==> src/rtl/mult_div_unit.sv <==
// rtl/mult_div_unit.sv - iterative multiply/divide unit with HI/LO registers
//
// Purpose: implements MULT, MULTU, DIV, DIVU, MTHI and MTLO for the MIPS core.
//   Multiply is shift-add (or a single-cycle '*' when FAST_MUL=1); divide is
//   restoring, one quotient bit per cycle. Signs are stripped at acceptance
//   and reapplied in FIX.
// Ports:
//   clk      - clock, rising edge
//   reset    - synchronous, active-high; clears all state
//   active   - global enable; 0 freezes FSM, counter and hi/lo
//   start    - request; op and operands sampled when accepted
//   op       - 000 MULT, 001 MULTU, 010 DIV, 011 DIVU, 100 MTHI, 101 MTLO
//   rs_data  - operand A (multiplicand / dividend / MTHI-MTLO source)
//   rt_data  - operand B (multiplier / divisor)
//   busy     - high in MUL, DIV and FIX
//   done     - one-cycle pulse, hi/lo hold the result
//   hi, lo   - architectural HI/LO registers
module mult_div_unit #(
  parameter int XLEN     = 32,
  parameter bit FAST_MUL = 1'b0
) (
  input  logic            clk,
  input  logic            reset,
  input  logic            active,
  input  logic            start,
  input  logic [2:0]      op,
  input  logic [XLEN-1:0] rs_data,
  input  logic [XLEN-1:0] rt_data,
  output logic            busy,
  output logic            done,
  output logic [XLEN-1:0] hi,
  output logic [XLEN-1:0] lo
);

  localparam int CW = $clog2(XLEN + 1);

  localparam logic [2:0] OP_MULT  = 3'b000;
  localparam logic [2:0] OP_MULTU = 3'b001;
  localparam logic [2:0] OP_DIV   = 3'b010;
  localparam logic [2:0] OP_DIVU  = 3'b011;
  localparam logic [2:0] OP_MTHI  = 3'b100;
  localparam logic [2:0] OP_MTLO  = 3'b101;

  typedef enum logic [2:0] {
    S_IDLE,
    S_MUL,
    S_DIV,
    S_FIX,
    S_DONE
  } state_t;

  state_t state, state_next;

  logic [CW-1:0]     count;
  // Multiply: {upper partial product, remaining multiplier bits}.
  // Divide:   {partial remainder, dividend bits shifting into quotient}.
  logic [2*XLEN-1:0] acc;
  logic [XLEN-1:0]   opnd;   // multiplicand or divisor magnitude
  logic              sq;     // result (quotient/product) negative
  logic              sr;     // remainder negative
  logic              is_div;
  logic              div_zero;

  logic              accept;
  logic              is_signed;
  logic [XLEN-1:0]   mag_rs;
  logic [XLEN-1:0]   mag_rt;
  logic [2*XLEN-1:0] fast_prod;
  logic [XLEN:0]     mul_sum;
  logic [XLEN:0]     div_shift;
  logic [XLEN:0]     div_diff;
  logic              div_ge;
  logic [2*XLEN-1:0] prod_fixed;
  logic [XLEN-1:0]   quo;
  logic [XLEN-1:0]   rem;

  always_comb begin
    accept    = start && (state == S_IDLE || state == S_DONE) && (op <= OP_MTLO);
    is_signed = (op == OP_MULT) || (op == OP_DIV);
    mag_rs    = (is_signed && rs_data[XLEN-1]) ? -rs_data : rs_data;
    mag_rt    = (is_signed && rt_data[XLEN-1]) ? -rt_data : rt_data;
    fast_prod = (2*XLEN)'(mag_rs) * (2*XLEN)'(mag_rt);

    mul_sum   = {1'b0, acc[2*XLEN-1:XLEN]} + (acc[0] ? {1'b0, opnd} : '0);

    div_shift = {acc[2*XLEN-1:XLEN], acc[XLEN-1]};
    div_diff  = div_shift - {1'b0, opnd};
    div_ge    = div_shift >= {1'b0, opnd};

    prod_fixed = sq ? -acc : acc;
    quo        = acc[XLEN-1:0];
    rem        = acc[2*XLEN-1:XLEN];
  end

  always_comb begin
    state_next = state;
    unique case (state)
      S_IDLE, S_DONE: begin
        if (accept) begin
          case (op)
            OP_MULT, OP_MULTU: state_next = FAST_MUL ? S_FIX : S_MUL;
            OP_DIV, OP_DIVU:   state_next = S_DIV;
            default:           state_next = S_DONE;
          endcase
        end else begin
          state_next = S_IDLE;
        end
      end
      S_MUL, S_DIV: if (count == CW'(1)) state_next = S_FIX;
      S_FIX:        state_next = S_DONE;
      default:      state_next = S_IDLE;
    endcase
  end

  assign busy = (state == S_MUL) || (state == S_DIV) || (state == S_FIX);
  assign done = (state == S_DONE);

  always_ff @(posedge clk) begin
    if (reset) begin
      state    <= S_IDLE;
      count    <= '0;
      acc      <= '0;
      opnd     <= '0;
      sq       <= 1'b0;
      sr       <= 1'b0;
      is_div   <= 1'b0;
      div_zero <= 1'b0;
      hi       <= '0;
      lo       <= '0;
    end else if (active) begin
      state <= state_next;
      if (accept) begin
        count    <= CW'(XLEN);
        sq       <= is_signed && (rs_data[XLEN-1] ^ rt_data[XLEN-1]);
        sr       <= is_signed && rs_data[XLEN-1];
        is_div   <= op[1];
        div_zero <= (rt_data == '0);
        case (op)
          OP_MULT, OP_MULTU: begin
            opnd <= mag_rs;
            acc  <= FAST_MUL ? fast_prod : {{XLEN{1'b0}}, mag_rt};
          end
          OP_DIV, OP_DIVU: begin
            opnd <= mag_rt;
            acc  <= {{XLEN{1'b0}}, mag_rs};
          end
          OP_MTHI: hi <= rs_data;
          default: lo <= rs_data;
        endcase
      end else begin
        case (state)
          S_MUL: begin
            acc   <= {mul_sum, acc[XLEN-1:1]};
            count <= count - CW'(1);
          end
          S_DIV: begin
            acc   <= {(div_ge ? div_diff[XLEN-1:0] : div_shift[XLEN-1:0]),
                      acc[XLEN-2:0], div_ge};
            count <= count - CW'(1);
          end
          S_FIX: begin
            if (is_div) begin
              // With a zero divisor the remainder equals |rs|, so the normal
              // sign fix restores the raw rs_data; only the quotient is forced.
              lo <= div_zero ? '1 : (sq ? -quo : quo);
              hi <= sr ? -rem : rem;
            end else begin
              {hi, lo} <= prod_fixed;
            end
          end
          default: ;
        endcase
      end
    end
  end

endmodule
==> config.mk <==
export PLATFORM = sky130hd
export DESIGN_NAME = mult_div_unit
export DESIGN_NICKNAME = d
export VERILOG_FILES = /design/src/rtl/mult_div_unit.sv
export SDC_FILE = /design/constraint.sdc
export NUM_CORES = 1
export LEC_CHECK = 0
export CAP_MARGIN = 10
export CORE_MARGIN = 2
export CORE_UTILIZATION = 50
export CTS_CLUSTER_SIZE = 28
export DETAILED_ROUTE_END_ITERATION = 12
export PLACE_DENSITY = 0.81
export SYNTH_ARGS = -nofsm -noshare
export SYNTH_HDL_FRONTEND = slang
export SYNTH_SLANG_ARGS = --single-unit
==> constraint.sdc <==
create_clock -name clk -period 3.1 [get_ports clk]
set_clock_uncertainty 0.15 [all_clocks]
set_input_delay 0.62 -clock clk [delete_from_list [all_inputs] [get_ports clk]]
set_output_delay 0.62 -clock clk [all_outputs]
set_load 0.01 [all_outputs]
==> results.tsv <==
metric	value	unit
wire_per_inst	22.4	um
design_power_total	11.5	mW
failed_checks	setup timing	
worst-path-stages	14	
r2r_slack	-0.1	ns
r2r_cells	14	
path_max_fanout	6	
avgSynthCellArea	7.01	um^2
hold_path_class	reg -> reg	
hold_violations	0	
critPathRequiredTime	3.28	ns
vias_per_cell	6.34	
synth_top_area_cell	dfxtp_1	
grt_use_total	0.395	
yosys-top-cells-count	nand2_1 (273), a21oi_1 (241), nor2_1 (226)	
numCtsBuffers	17	
ir_drop	0.418	mV
overflow	0	
synth_edf_count	0	
critPathArrivalTime	3.38	ns
place_hpwl	49.2	mm
critical-path-max-stage-delay	0.50	ns
die_w	176	um
synthFlopType	dfxtp_1	
cts.clk_slew.worst_paths	0.08	ns
rsz0062_at_grt	yes	
dr.first_iter.drc_count	2720	
synth-seq-area-share	0.234	
cts_tree	done	
grt_pass1_vias	16731	
period_needed	3.20	ns
fin_ws	-0.0981	ns
synth_warnings	0	
nNetsFinal	2694	
min_from	opnd[9]	
drc_errors	0	
worstPathCellList	inv_1 > ha_1 > nand3_2 > nor3_2 > buf_4 > a311oi_2 > o21ai_1 > a21o_1 > a31oi_4 > buf_12 > buf_12 > buf_4 > mux2i_1 > o21ai_0	
yosysMostFrequentCell	nand2_1	
clockBufferDepth	2	
slowest_stage	dfxtp_1	
end_kind	flop	
drive_above_1_share	0.266	
status	complete, but fails checks	
coreArea	0.0294	mm^2
synth_cell_types	74	
min_path_cells	2	
syn_area	0.0148	mm^2
synthTopCellsByArea	dfxtp_1 (23%), a21oi_1 (8.1%), nand2_1 (6.9%)	
slew_violations	0	
power.density	537	mW/mm^2
routed_wl	66.2	mm
synth_top_cell_area_share	0.234	
clock-sinks	173	
fp.dieArea	0.0310	mm^2
maxCapViolations	0	
async_flop_share	0	
area_growth	44.5	%
period_share	1.03	
ant_nets	0	
utilization	0.728	
crit_family	compound AO/OA/AOI/OAI gates	
grt_max_degree	129	
min_to	opnd[9]	
reg2reg_to	acc[40]	
fmax	313	MHz
grt_pass1_wl	94.9	mm
gp_congestion	1.01	
ios	137	
start_util	0.504	
design_area	0.0214	mm^2
antenna_found_initial	1	
whs	0.307	ns
syn_inst	2111	
synthesis.nets	2254	
dpl_cell_area	0.0193	mm^2
finalSetupViolCount	14	
first_pass_iters	8	
vias	18735	
cts_root_buffer	clkbuf_16	
clock_latency	0.46	ns
cp_num_buf_inv	5	
ys_ff_latch	173	
path_class	reg -> reg	
tightest_slew	0.681	ns
critPathLaunchType	flop	
slew-limit-headroom	0.546	
h-tree-depth	4	
r2r-start	opnd[17]	
port_buffers	136	
rows	63	
cellLeakagePower	8.85	nW
fp.dieH	176	um
==> worst min-delay path, stage by stage (launching register included) <==
cell     delay, ns
dfxtp_1       0.31
nand2_1       0.05
a21oi_1       0.05
==> final cells by class <==
type	count	area [um^2]
inverters	68	263
clock inverters	13	200
multi-input cells	1717	11600
repair buffers	574	4930
fillers	2282	8010
clock buffers	18	439
well taps	390	488
diodes	1	2.50
flip-flops and latches	173	3510
==> layout by cell type (no fill, tap or decap), types with 11 or more instances in the layout <==
master,Yosys,final
buf_4,1,413
nand2_1,273,271
a21oi_1,241,227
nor2_1,226,205
dfxtp_1,173,147
clkdlybuf4s50_1,0,135
o21ai_0,153,121
xnor2_1,116,113
xor2_1,62,61
inv_1,68,57
nor3_1,55,48
a21o_1,40,40
ha_1,70,40
a211oi_1,51,39
nand3_1,40,34
mux2i_1,32,32
o221ai_1,29,29
ha_4,0,27
o21ai_1,2,26
nand2b_1,27,25
a31oi_1,26,25
o211ai_1,21,21
dfxtp_2,0,20
o22ai_1,20,19
clkbuf_16,0,19
a22oi_1,15,15
buf_12,0,15
nor2_2,0,14
nor4_1,24,13
o31ai_1,18,12
a21oi_2,0,11
==> sequential cells by signal (all words and copies together), names as in the netlist <==
signal / cells
hi: 32
sr: 1
is_div: 1
state: 3
div_zero: 1
acc: 64
lo: 32
sq: 1
count: 6
opnd: 32
==> routing by layer <==
layer / up-vias / global-route usage / part of all wire / wire, um
met5: - / 0 / 0 / 0
met4: 0 / 0.217 / 0.061 / 4020
met3: 258 / 0.0612 / 0.11 / 7150
met2: 1224 / 0.595 / 0.43 / 28300
met1: 8808 / 0.541 / 0.40 / 26700
li1: 8445 / - / - / -
==> power by group <==
part	total [mW]	switching, mW	internal [mW]
Clock	2.43	1.04	1.39
Sequential	2.70	0.258	2.44
Combinational	6.36	3.54	2.82
Total	11.5	4.84	6.65
==> metrics by stage <==
| stage | setup TNS (ns) | worst slack, ns | std cells |
|---|---|---|---|
| 6_report | -0.505 | -0.0981 | 2954 |
| 5_1_grt | -2.54 | -0.202 | 2954 |
| 4_1_cts | -0.00287 | -0.00287 | 2929 |
| 3_5_place_dp | -18.45 | -0.488 | 2888 |
| 3_3_place_gp | -13.22 | -0.476 | 2888 |
| 2_1_floorplan | -0.00104 | -0.00104 | 2111 |
==> kinds of logic after synthesis <==
kind of cell	synth area share
adder cells (fa/ha/maj)	0.0619
flip-flops	0.234
AND/OR/NAND/NOR	0.223
buffers and inverters	0.0611
XOR/XNOR	0.105
AO/OA/AOI/OAI	0.294
multiplexers	0.0216
==> worst max-delay path by stage <==
stage / slack, ns / end / startpoint
3_5_place_dp: -0.49 / acc[30] / rs_data[14]
5_1_grt: -0.20 / acc[60] / acc[0]
4_1_cts: -0.003 / acc[60] / acc[0]
6_report: -0.1 / acc[40] / opnd[17]
2_1_floorplan: -0.001 / hi[28] / acc[42]
3_3_place_gp: -0.48 / acc[30] / rs_data[14]
==> what timing repair did <==
action	in CTS	in global routing
setup endpoints to repair	47	65
gates cloned	1	2
gates resized for setup	83	185
hold buffers	0	0
pin swaps	34	74
buffers inserted	9	23
endpoints found under the hold margin	0	0
No activity file was read; power rests on OpenSTA's default activity.
